==> config.mk <==
export PLATFORM = sky130hd
export DESIGN_NAME = game_timer_chain
export DESIGN_NICKNAME = d
export VERILOG_FILES = /design/src/rtl/game_timer_pkg.sv /design/src/rtl/game_digit_cell.sv /design/src/rtl/game_timer_chain.sv
export SDC_FILE = /design/constraint.sdc
export NUM_CORES = 1
export LEC_CHECK = 0
export BUFFER_PORTS_ARGS = -buffer_cell sky130_fd_sc_hd__buf_2
export CORE_MARGIN = 10
export CORE_UTILIZATION = 55
export CTS_CLUSTER_SIZE = 14
export DETAILED_ROUTE_END_ITERATION = 8
export PLACE_DENSITY = 0.8
export SETUP_SLACK_MARGIN = 0.1
export SYNTH_ARGS = -nofsm -noshare
export SYNTH_HDL_FRONTEND = slang
export SYNTH_SLANG_ARGS = --single-unit
==> constraint.sdc <==
create_clock -name clk_1H -period 2.6 [get_ports clk_1H]
set_clock_uncertainty 0.05 [all_clocks]
set_input_delay 0.26 -clock clk_1H [delete_from_list [all_inputs] [get_ports clk_1H]]
set_output_delay 0.26 -clock clk_1H [all_outputs]
set_load 0.005 [all_outputs]
==> src/rtl/game_timer_pkg.sv <==
// Shared definitions for the cascaded game timer: FSM encodings and
// default digit geometry (two decimal digits spanning 0..89).
package game_timer_pkg;

  typedef enum logic [1:0] {
    ST_IDLE = 2'd0,
    ST_RUN  = 2'd1,
    ST_HALT = 2'd2,
    ST_DONE = 2'd3
  } state_t;

  localparam int DEF_N_DIGITS  = 2;
  localparam int DEF_DIGIT_W   = 4;
  localparam int DEF_DIGIT_MOD = 10;
  localparam int DEF_TOP_MOD   = 9;

endpackage

==> src/rtl/game_digit_cell.sv <==
// One digit position of the timer chain.
// Reports its own terminal flags and computes its next value when enabled.
module game_digit_cell #(
  parameter int DIGIT_W = 4
) (
  input  logic [DIGIT_W-1:0] digit,
  input  logic [DIGIT_W:0]   modulus,
  input  logic               enable,
  input  logic               down,
  output logic               at_max,
  output logic               at_zero,
  output logic [DIGIT_W-1:0] next_digit
);

  logic [DIGIT_W:0] last;

  assign last    = modulus - 1'b1;
  assign at_max  = ({1'b0, digit} == last);
  assign at_zero = (digit == '0);

  always_comb begin
    next_digit = digit;
    if (enable) begin
      if (down) next_digit = at_zero ? last[DIGIT_W-1:0] : digit - 1'b1;
      else      next_digit = at_max ? '0 : digit + 1'b1;
    end
  end

endmodule

==> src/rtl/game_timer_chain.sv <==
// Cascaded N-digit game timer with up/down counting, freeze, clear/load,
// terminal-count flag and a one-tick wrap pulse.
module game_timer_chain
  import game_timer_pkg::*;
#(
  parameter int N_DIGITS  = DEF_N_DIGITS,
  parameter int DIGIT_W   = DEF_DIGIT_W,
  parameter int DIGIT_MOD = DEF_DIGIT_MOD,
  parameter int TOP_MOD   = DEF_TOP_MOD,
  parameter int SATURATE  = 0
) (
  input  logic                          clk_1H,
  input  logic                          reset,
  input  logic                          run,
  input  logic                          endf,
  input  logic                          mode_down,
  input  logic                          clear,
  input  logic                          load,
  input  logic [N_DIGITS*DIGIT_W-1:0]   load_val,
  output logic [N_DIGITS*DIGIT_W-1:0]   digits,
  output logic                          tc,
  output logic                          wrap_pulse,
  output logic [1:0]                    state
);

  localparam int W = N_DIGITS * DIGIT_W;
  localparam logic [DIGIT_W:0] LOW_M = DIGIT_MOD[DIGIT_W:0];
  localparam logic [DIGIT_W:0] TOP_M = TOP_MOD[DIGIT_W:0];

  state_t              state_q, state_d;
  logic [W-1:0]        digits_q, next_digits, load_clamped;
  logic                wrap_q;
  logic [N_DIGITS-1:0] at_max, at_zero, en;
  logic                all_max, all_zero;
  logic                adv, sat_stop, count_en, wrap_now;

  function automatic logic [DIGIT_W:0] mod_of(input int i);
    return (i == N_DIGITS - 1) ? TOP_M : LOW_M;
  endfunction

  for (genvar g = 0; g < N_DIGITS; g++) begin : g_cell
    localparam logic [DIGIT_W:0] CELL_M = (g == N_DIGITS - 1) ? TOP_M : LOW_M;
    game_digit_cell #(.DIGIT_W(DIGIT_W)) u_cell (
      .digit      (digits_q[g*DIGIT_W +: DIGIT_W]),
      .modulus    (CELL_M),
      .enable     (en[g]),
      .down       (mode_down),
      .at_max     (at_max[g]),
      .at_zero    (at_zero[g]),
      .next_digit (next_digits[g*DIGIT_W +: DIGIT_W])
    );
  end

  // Ripple carry/borrow: a digit moves only when every lower digit rolls over.
  always_comb begin
    logic carry;
    carry = count_en;
    en    = '0;
    for (int i = 0; i < N_DIGITS; i++) begin
      en[i] = carry;
      carry = carry & (mode_down ? at_zero[i] : at_max[i]);
    end
  end

  assign all_max  = &at_max;
  assign all_zero = &at_zero;

  // Releasing a freeze counts on the release tick, so a HALT costs
  // exactly the frozen ticks.
  always_comb begin
    tc       = mode_down ? all_zero : all_max;
    adv      = ~endf & ((state_q == ST_RUN) | ((state_q == ST_HALT) & run));
    sat_stop = adv & tc & (SATURATE != 0);
    count_en = adv & ~sat_stop;
    wrap_now = count_en & tc;
  end

  always_comb begin
    state_d = state_q;
    if (clear | load) begin
      state_d = run ? ST_RUN : ST_IDLE;
    end else begin
      case (state_q)
        ST_IDLE: if (run & ~endf) state_d = ST_RUN;
        ST_RUN: begin
          if (endf)          state_d = ST_HALT;
          else if (sat_stop) state_d = ST_DONE;
          else if (!run)     state_d = ST_IDLE;
        end
        ST_HALT: begin
          if (!endf) state_d = sat_stop ? ST_DONE : (run ? ST_RUN : ST_IDLE);
        end
        ST_DONE: state_d = ST_DONE;
        default: state_d = ST_IDLE;
      endcase
    end
  end

  always_ff @(posedge clk_1H or posedge reset) begin
    if (reset) state_q <= ST_IDLE;
    else       state_q <= state_d;
  end

  always_comb begin
    logic [DIGIT_W:0] m;
    logic [DIGIT_W:0] lm;
    load_clamped = load_val;
    for (int i = 0; i < N_DIGITS; i++) begin
      m  = mod_of(i);
      lm = m - 1'b1;
      if ({1'b0, load_val[i*DIGIT_W +: DIGIT_W]} >= m)
        load_clamped[i*DIGIT_W +: DIGIT_W] = lm[DIGIT_W-1:0];
    end
  end

  always_ff @(posedge clk_1H or posedge reset) begin
    if (reset) begin
      digits_q <= '0;
      wrap_q   <= 1'b0;
    end else if (clear) begin
      digits_q <= '0;
      wrap_q   <= 1'b0;
    end else if (load) begin
      digits_q <= load_clamped;
      wrap_q   <= 1'b0;
    end else begin
      if (count_en) digits_q <= next_digits;
      wrap_q <= wrap_now;
    end
  end

  assign digits     = digits_q;
  assign wrap_pulse = wrap_q;
  assign state      = state_q;

endmodule

# After elaboration in Yosys (flattened, before gate mapping)
# Index checks and enable logic that the tools add are counted.
# totals
ff_bits,11
latch_bits,0
mem_bits_rw,0
rom_bits,0
in_bits,15
output_inout_bits,12
elab_cells,58
mem_count,0
# op_classes
add_sub_neg,4
multipliers,0
n_div,0
n_lt_le_gt_ge,2
eq_ne,8
shifts,0
muxes,23
bitwise_logic,8
n_reduce_logical,9
# ops
cell,n
4-bit 2-to-1 mux,9
8-bit 2-to-1 mux,3
2-bit 2-to-1 mux,5
"4-bit by 1-bit adder with 4-bit output, second input constant",2
"4-bit == test, second input constant",2
"4-bit greater-or-equal comparator, second input constant",2
4-bit logical NOT,2
2-bit one-hot mux with 4 select lines,1
"4-bit by 1-bit subtractor with 4-bit output, second input constant",2
2-bit AND reduction,3
3-bit nonzero test,2
1-bit bitwise AND,5
1-bit 2-to-1 mux,5
"2-bit == test, second input constant",2
"4-bit by 3-bit inequality test with 1-bit output, second input constant",1
"3-bit by 2-bit inequality test with 1-bit output, second input constant",1
"3-bit inequality test, second input constant",1
3-bit AND reduction,1
"2-bit by 1-bit == test with 1-bit output, second input constant",1
2-bit logical NOT,1
1-bit bitwise OR,2
1-bit inverter,1

# Logic depth before layout (Yosys ltp)
# Gate-level depths: netlist (run 1).
# depth
ltp_word,9
depth_mapped,6
depth_no_buf,6

# Cells and area by module
# Synthesis (run 1) repeated with hierarchy kept, for this count alone.
# unflattened
cells_unflattened,186
area_unflattened_um2,1664.1
# by_module_without_submodules
mod,instances,cells_per_inst,area_per_inst_um2,seq_area_each_um2
game_digit_cell,2,58,495.5,0.0
game_timer_chain,1,70,673.1,275.3

# Worst setup path before layout (run 1)
# No wires, ideal clock.
# synth_timing
kind,register to register
from,reg digits_q[0] (netlist: digits[0])
to,reg digits_q[4] (netlist: digits[4])
setup_time_ps,128
arrival_ps,1620
required_time_ps,2422
slack_ps,803
stages_incl_launch_ff,7
path_buffers,0
synth_period_minus_slack_ps,1797
cell_sequence,dfrtp_1 inv_1 ha_1 nor2b_2 a221oi_4 nor2_2 mux2_1
# synth_between
elab_chain_len,5
word_cells_on_any_way,6
cone_classes,eq/ne: 1; mux: 1; bitwise: 1; reduce/logical: 3
# synth_rtl
element,line,rtl
"start, declared",game_timer_chain.sv:31,"logic [W-1:0] digits_q, next_digits, load_clamped;"
"start signal, assigned",game_timer_chain.sv:124,digits_q <= load_clamped;
"start signal, assigned",game_timer_chain.sv:127,if (count_en) digits_q <= next_digits;
4-bit == test or 4-bit logical NOT (tied branches),"game_digit_cell.sv:18, game_digit_cell.sv:19",
1-bit 2-to-1 mux (*),game_timer_chain.sv:61,carry = carry & (mode_down ? at_zero[i] : at_max[i]);
1-bit bitwise AND (*),game_timer_chain.sv:61,
3-bit nonzero test (no line) (*),-,
2-bit AND reduction (no line) (*),-,
# Every way passes the cells marked *; elsewhere a longest branch is shown, timed or not.
# A chain may end at the register's enable or synchronous reset.

# Worst setup path after layout (run 1)
# layout_timing
from,reg digits_q[0] (netlist: digits[0])
to,out tc
# layout_between
elab_chain_len,3
word_cells_on_any_way,5
cone_classes,eq/ne: 1; mux: 1; reduce/logical: 3
# layout_rtl
element,line,rtl
4-bit == test or 4-bit logical NOT (tied branches),"game_digit_cell.sv:18, game_digit_cell.sv:19",
"2-bit AND reduction, on equally long branches","game_timer_chain.sv:65, game_timer_chain.sv:66",
1-bit 2-to-1 mux (*),game_timer_chain.sv:71,tc = mode_down ? all_zero : all_max;
"end, declared",game_timer_chain.sv:21,"output logic tc,"
# Marked as above.

==> flow_summary.json, run 1 <==
{
  "hp-class": "input port to flop",
  "initial_core_util": 0.566,
  "leakage_nw": 0.557,
  "numClockSinks": 11,
  "fin_area_sq_mm": 0.00125,
  "worstSkewPairLatency_ns": 0.29,
  "die_h_microns": 64.5,
  "async_flop_share": 1.00,
  "yosysSeqAreaShare": 0.253,
  "clk_pin_slew_ns": 0.09,
  "post-route-util": 0.650,
  "io_buffers": 26,
  "drtIter0Drc": 46,
  "antenna_found_initial": 0,
  "pre_cts_slack_ns": 0.668,
  "gp_congestion": 0.950,
  "maxSlewViolCount": 0,
  "ios": 27,
  "htreeDepth": 1,
  "tightest_slew_ns": 0.439,
  "fin_crit_sh": 0.874,
  "viasPerCell": 6.14,
  "crit_type": "flop to output port",
  "syn_area_sq_mm": 0.00109,
  "drc": 0,
  "ys_seq_elements": 11,
  "cts_tree": "done",
  "dp_hpwl_mm": 2.23,
  "drive_gt1_frac": 0.290,
  "crit_path_start_kind": "flop",
  "synth_flop_cell": "dfrtp_1",
  "worstPathMaxFanout": 7,
  "clockBufferDepth": 2,
  "grt_pass1_vias": 1022,
  "maxCapViolations": 0,
  "syn_to_final_growth_pct": 14.8,
  "power_density_mw_per_mm2": 459,
  "setup_slack_ns": 0.328,
  "diodes": 0,
  "syn-instance-count": 121,
  "syn_nets": 142,
  "post_cts_buffers": 0,
  "syn_area_per_cell_sq_um": 8.99,
  "cts_root_buf": "clkbuf_4",
  "seq_area_sq_um": 275,
  "crit_path_end_kind": "output port",
  "r2r_setup_slack_ns": 0.64,
  "grt.total_usage": 0.141,
  "setup_viol": 0,
  "drt-total-wl_mm": 2.88,
  "core_sq_mm": 0.00192,
  "dieArea_sq_mm": 0.00416,
  "final_cell_mix": "26 x buf_2, 11 x dfrtp_1, 10 x a21oi_1, 10 x inv_1, 7 x o21ai_0",
  "final_common_cell": "buf_2",
  "grt_overflow": 0,
  "crit_required_ns": 2.29,
  "routedWlPerCell_microns": 16.8,
  "max_freq_mhz": 440,
  "power.total_uw": 573,
  "grt_pass1_wl_mm": 4.82,
  "postPlaceCellArea_sq_mm": 0.00121,
  "ys_warn_count": 0,
  "detail-route-antenna-nets": 0,
  "outcome": "completed",
  "vias": 1056,
  "cts_buffers": 3,
  "synth.distinct_cells": 50,
  "vdd_ir_drop_max_uv": 327,
  "fin_cells": 172,
  "filler_cell_count": 160,
  "slew-limit-headroom": 0.707,
  "nNetsFinal": 167,
  "die_width_microns": 64.5,
  "hold_violations": 0,
  "firstDrtPassIters": 4,
  "period_needed_ns": 2.27,
  "finalHoldWorstSlack_ns": 0.148,
  "synth_edf_count": 0,
  "placed_cells": 167,
  "rows": 16,
  "grt_setup_unrepaired": "no",
  "critical_path_arrival_ns": 1.96,
  "grt_max_degree": 20,
  "multi_input_area_sq_um": 736,
  "totalNegativeSetupSlack_ns": 0
}
[cell type report]
class / instances / share of cell area
repair buffers: 27 / 0.112
clock buffers: 4 / 0.0210
inverters: 10 / 0.0301
well taps: 27 / 0.0271
flip-flops and latches: 11 / 0.220
multi-input cells: 93 / 0.589
[worst max-delay path, cell delays in order (launching register included)]
cell and delay [ns]:
dfrtp_1 0.46, inv_1 0.14, ha_1 0.24, nor2b_2 0.26, nand3_1 0.11, a211oi_1 0.30
buf_2 0.17
[registers in the layout, indices dropped and copies added (netlist names)]
name,count
digits,8
wrap_pulse,1
state,2
[layer usage]
layer,share of wire,vias to the layer above,GRT usage
li1,-,498,-
met1,0.43,505,0.175
met2,0.47,46,0.222
met3,0.076,7,0.0412
met4,0.021,0,0.0588
met5,0,-,0
[final timing paths]
kind                                              end  depth (start not counted)             startpoint
worst min register to register  digits[5]$_DFFE_PP0P_                          1  digits[5]$_DFFE_PP0P_
worst max-delay path                               tc                          6  digits[0]$_DFFE_PP0P_
worst min-delay path            digits[1]$_DFFE_PP0P_                          3            load_val[1]
max in group asynchronous       digits[2]$_DFFE_PP0P_                          3                  reset
worst max register to register  digits[5]$_DFFE_PP0P_                          6  digits[0]$_DFFE_PP0P_
min in group asynchronous       digits[4]$_DFFE_PP0P_                          3                  reset
[logic make-up (layout without fill, tap and decap cells)]
logic type,count (synthesis),after routing,synth area share
and+or+nand+nor,35,35,0.228
muxes,3,3,0.0311
xor gates and xnor gates,2,2,0.0161
buffers and inverters,17,41,0.0702
AOI/OAI and AO/OA,47,47,0.333
DFF,11,11,0.253
adders and majority gates,6,6,0.0690
[cells in the mapped netlist, drive strengths merged (2+ instances only)]
cell	number	area, sq um
ha	6	75.1
a22oi	2	15.0
a211oi	4	30.0
o21a	2	15.0
a221oi	3	43.8
nor2b	9	68.8
and3	2	12.5
mux2	3	33.8
a21oi	10	50.1
nand2b	4	32.5
dfrtp	11	275
o21ai	8	40.0
buf	6	35.0
xnor2	2	17.5
or2	2	15.0
nor2	5	21.3
nand4bb	2	38.8
a21boi	2	15.0
nand2	5	18.8
inv	10	37.5
nand3	3	15.0
o221ai	2	17.5
[power breakdown]
| group | internal (mW) | switching (mW) |
|---|---|---|
| clock network | 0.0597 | 0.0696 |
| registers | 0.187 | 0.0396 |
| logic | 0.106 | 0.111 |
| total | 0.353 | 0.220 |
[what timing repair did]
item,CTS,global route
resized for setup,0,0
hold buffers,1,0
endpoints found under the hold margin,11,0
Power figures use the tool's default switching activity.
==> inputs of run 2 (changes only) <==
--- a/config.mk
+++ b/config.mk
@@ -7,10 +7,11 @@
 export LEC_CHECK = 0
 export BUFFER_PORTS_ARGS = -buffer_cell sky130_fd_sc_hd__buf_2
 export CORE_MARGIN = 10
-export CORE_UTILIZATION = 55
+export CORE_UTILIZATION = 40
 export CTS_CLUSTER_SIZE = 14
 export DETAILED_ROUTE_END_ITERATION = 8
-export PLACE_DENSITY = 0.8
+export PLACE_DENSITY = 0.61
+export RECOVER_POWER = 100
 export SETUP_SLACK_MARGIN = 0.1
 export SYNTH_ARGS = -nofsm -noshare
 export SYNTH_HDL_FRONTEND = slang
==> constraint.sdc (replaced) <==
create_clock -name clk_1H -period 2.6 [get_ports clk_1H]
set_clock_uncertainty 0.05 [all_clocks]
set_input_delay 0.65 -clock clk_1H [delete_from_list [all_inputs] [get_ports clk_1H]]
set_output_delay 0.65 -clock clk_1H [all_outputs]
set_load 0.005 [all_outputs]
==> flow_summary.json, run 2 (synthesized netlist as in run 1, its figures left out) <==
{
  "r2r_setup_slack_ns": 0.32,
  "grt.total_usage": 0.121,
  "vdd_ir_drop_max_uv": 272,
  "initial_core_util": 0.427,
  "power.total_uw": 582,
  "clk_pin_slew_ns": 0.09,
  "syn_to_final_growth_pct": 15.8,
  "drive_gt1_frac": 0.264,
  "critical_path_arrival_ns": 1.73,
  "grt_setup_unrepaired": "no",
  "final_cell_mix": "15 x buf_2, 12 x clkbuf_1, 11 x dfrtp_1",
  "ios": 27,
  "core_sq_mm": 0.00254,
  "largest_reg_flops": 8,
  "grt_max_degree": 13,
  "worstRegToRegCells": 7,
  "clockBufferDepth": 2,
  "maxCapViolations": 0,
  "hp-class": "input port to asynchronous set/reset pin",
  "reg2reg_from": "digits[0]$_DFFE_PP0P_",
  "path_cells": "inv_2, ha_2, nor2b_4, nand3_1, a211oi_2, clkbuf_1",
  "worstSkewPairLatency_ns": 0.27,
  "antenna_found_initial": 0,
  "crit_type": "flop to output port",
  "diodes": 0,
  "die_width_microns": 72.1,
  "worstSetupStartpoint": "digits[0]$_DFFE_PP0P_",
  "max_freq_mhz": 412,
  "die_h_microns": 72.1,
  "dieArea_sq_mm": 0.00520,
  "pre_cts_slack_ns": 0.206,
  "slowest_delay_ns": 0.47,
  "power_density_mw_per_mm2": 462,
  "routedWlPerCell_microns": 17.9,
  "crit_required_ns": 1.90,
  "placed_cells": 171,
  "postCtsHoldBufs": 0,
  "vias": 1043,
  "dp_hpwl_mm": 2.41,
  "tightest_slew_ns": 0.657,
  "period_needed_ns": 2.43,
  "final_common_cell": "buf_2",
  "setup_viol": 0,
  "cts_tree": "done",
  "drc": 0,
  "fin_crit_sh": 0.934,
  "cp_slowest_cell": "dfrtp_1",
  "htreeDepth": 1,
  "p_sw_uw": 229,
  "hold_violations": 0,
  "io_buffers": 26,
  "slew-limit-headroom": 0.562,
  "drt-total-wl_mm": 3.18,
  "nNetsFinal": 170,
  "leakage_nw": 0.532,
  "totalNegativeSetupSlack_ns": 0,
  "swShare": 0.393,
  "worstPathMaxFanout": 7,
  "grt_overflow": 0,
  "gp_congestion": 0.836,
  "maxSlewViolCount": 0,
  "pwr-share-comb": 0.384,
  "cts_root_buf": "clkbuf_4",
  "detail-route-antenna-nets": 0,
  "rows": 18,
  "setup_slack_ns": 0.170,
  "drtIter0Drc": 60,
  "fin_cells": 178,
  "p_int_uw": 353,
  "cts_buffers": 3,
  "numClockSinks": 11,
  "crit_path_start_kind": "flop",
  "viasPerCell": 5.86,
  "rr_endpoint": "digits[5]$_DFFE_PP0P_",
  "seqPwrFrac": 0.396,
  "grt_pass1_vias": 1040,
  "filler_cell_count": 272,
  "grt_pass1_wl_mm": 5.13,
  "clkPwrFrac": 0.220,
  "outcome": "completed",
  "firstDrtPassIters": 4,
  "crit_path_end_kind": "output port"
}
==> run 2: cell types whose count changed in the layout (fill, tap and decap cells not counted), sizes merged <==
| cell | before | now |
|---|---|---|
| buf | 26 | 18 |
| clkbuf | 4 | 15 |
| clkinv | 0 | 1 |
| dlygate4sd3 | 1 | 0 |
==> run 2: through the flow <==
step | hold WS (ns) | utilization | cell area, sq um
after floorplan | 0.452 | - | 1090
after global placement | 0.548 | 0.481 | 1220
after detailed placement | 0.557 | 0.481 | 1220
after CTS | 0.334 | 0.500 | 1270
after global routing | 0.353 | 0.495 | 1260
final | 0.322 | 0.495 | 1260
==> run 2: how the worst max path moves through the flow <==
stage | endpoint | slack [ns] | cells after the start
6_report | tc | 0.17 | 6
5_1_grt | tc | 0.08 | 6
4_1_cts | tc | 0.12 | 6
3_5_place_dp | tc | 0.21 | 6
3_3_place_gp | tc | 0.34 | 6
2_1_floorplan | tc | 0.54 | 5
==> run 2: repair_timing <==
item	CTS	global route
buffers inserted	1	2
pin swaps	0	1
resized for setup	5	4
setup endpoints to repair	1	1
==> run 2: layout make-up <==
class	instances	area [sq um]	area share
well taps	30	37.5	0.0298
repair buffers	30	143	0.113
clock inverters	1	5.00	0.00398
clock buffers	3	22.5	0.0179
flip-flops and latches	11	275	0.219
inverters	10	37.5	0.0298
multi-input cells	93	738	0.586
==> run 2: critical path, delay by kind of cell (launching register included) <==
| kind | cells | cell delay, ns |
|---|---|---|
| adders and majority gates | 1 | 0.22 |
| AOI/OAI and AO/OA | 1 | 0.23 |
| DFF | 1 | 0.47 |
| and+or+nand+nor | 2 | 0.26 |
| buffers and inverters | 2 | 0.26 |
==> run 2: metal layers <==
layer / part of all wire / vias up / track usage
li1: - / 508 / -
met1: 0.44 / 491 / 0.152
met2: 0.47 / 38 / 0.195
met3: 0.064 / 6 / 0.0259
met4: 0.022 / 0 / 0.0452
met5: 0 / - / 0
==> run 2: power groups by stage <==
| stage | Clock, mW | Sequential, mW | Combinational, mW |
|---|---|---|---|
| detailed placement | 0 | 0.231 | 0.219 |
| floorplan | 0 | 0.210 | 0.169 |
| finish | 0.128 | 0.231 | 0.223 |
| global route | 0.133 | 0.235 | 0.250 |
| global placement | 0 | 0.229 | 0.214 |
| CTS | 0.128 | 0.229 | 0.228 |
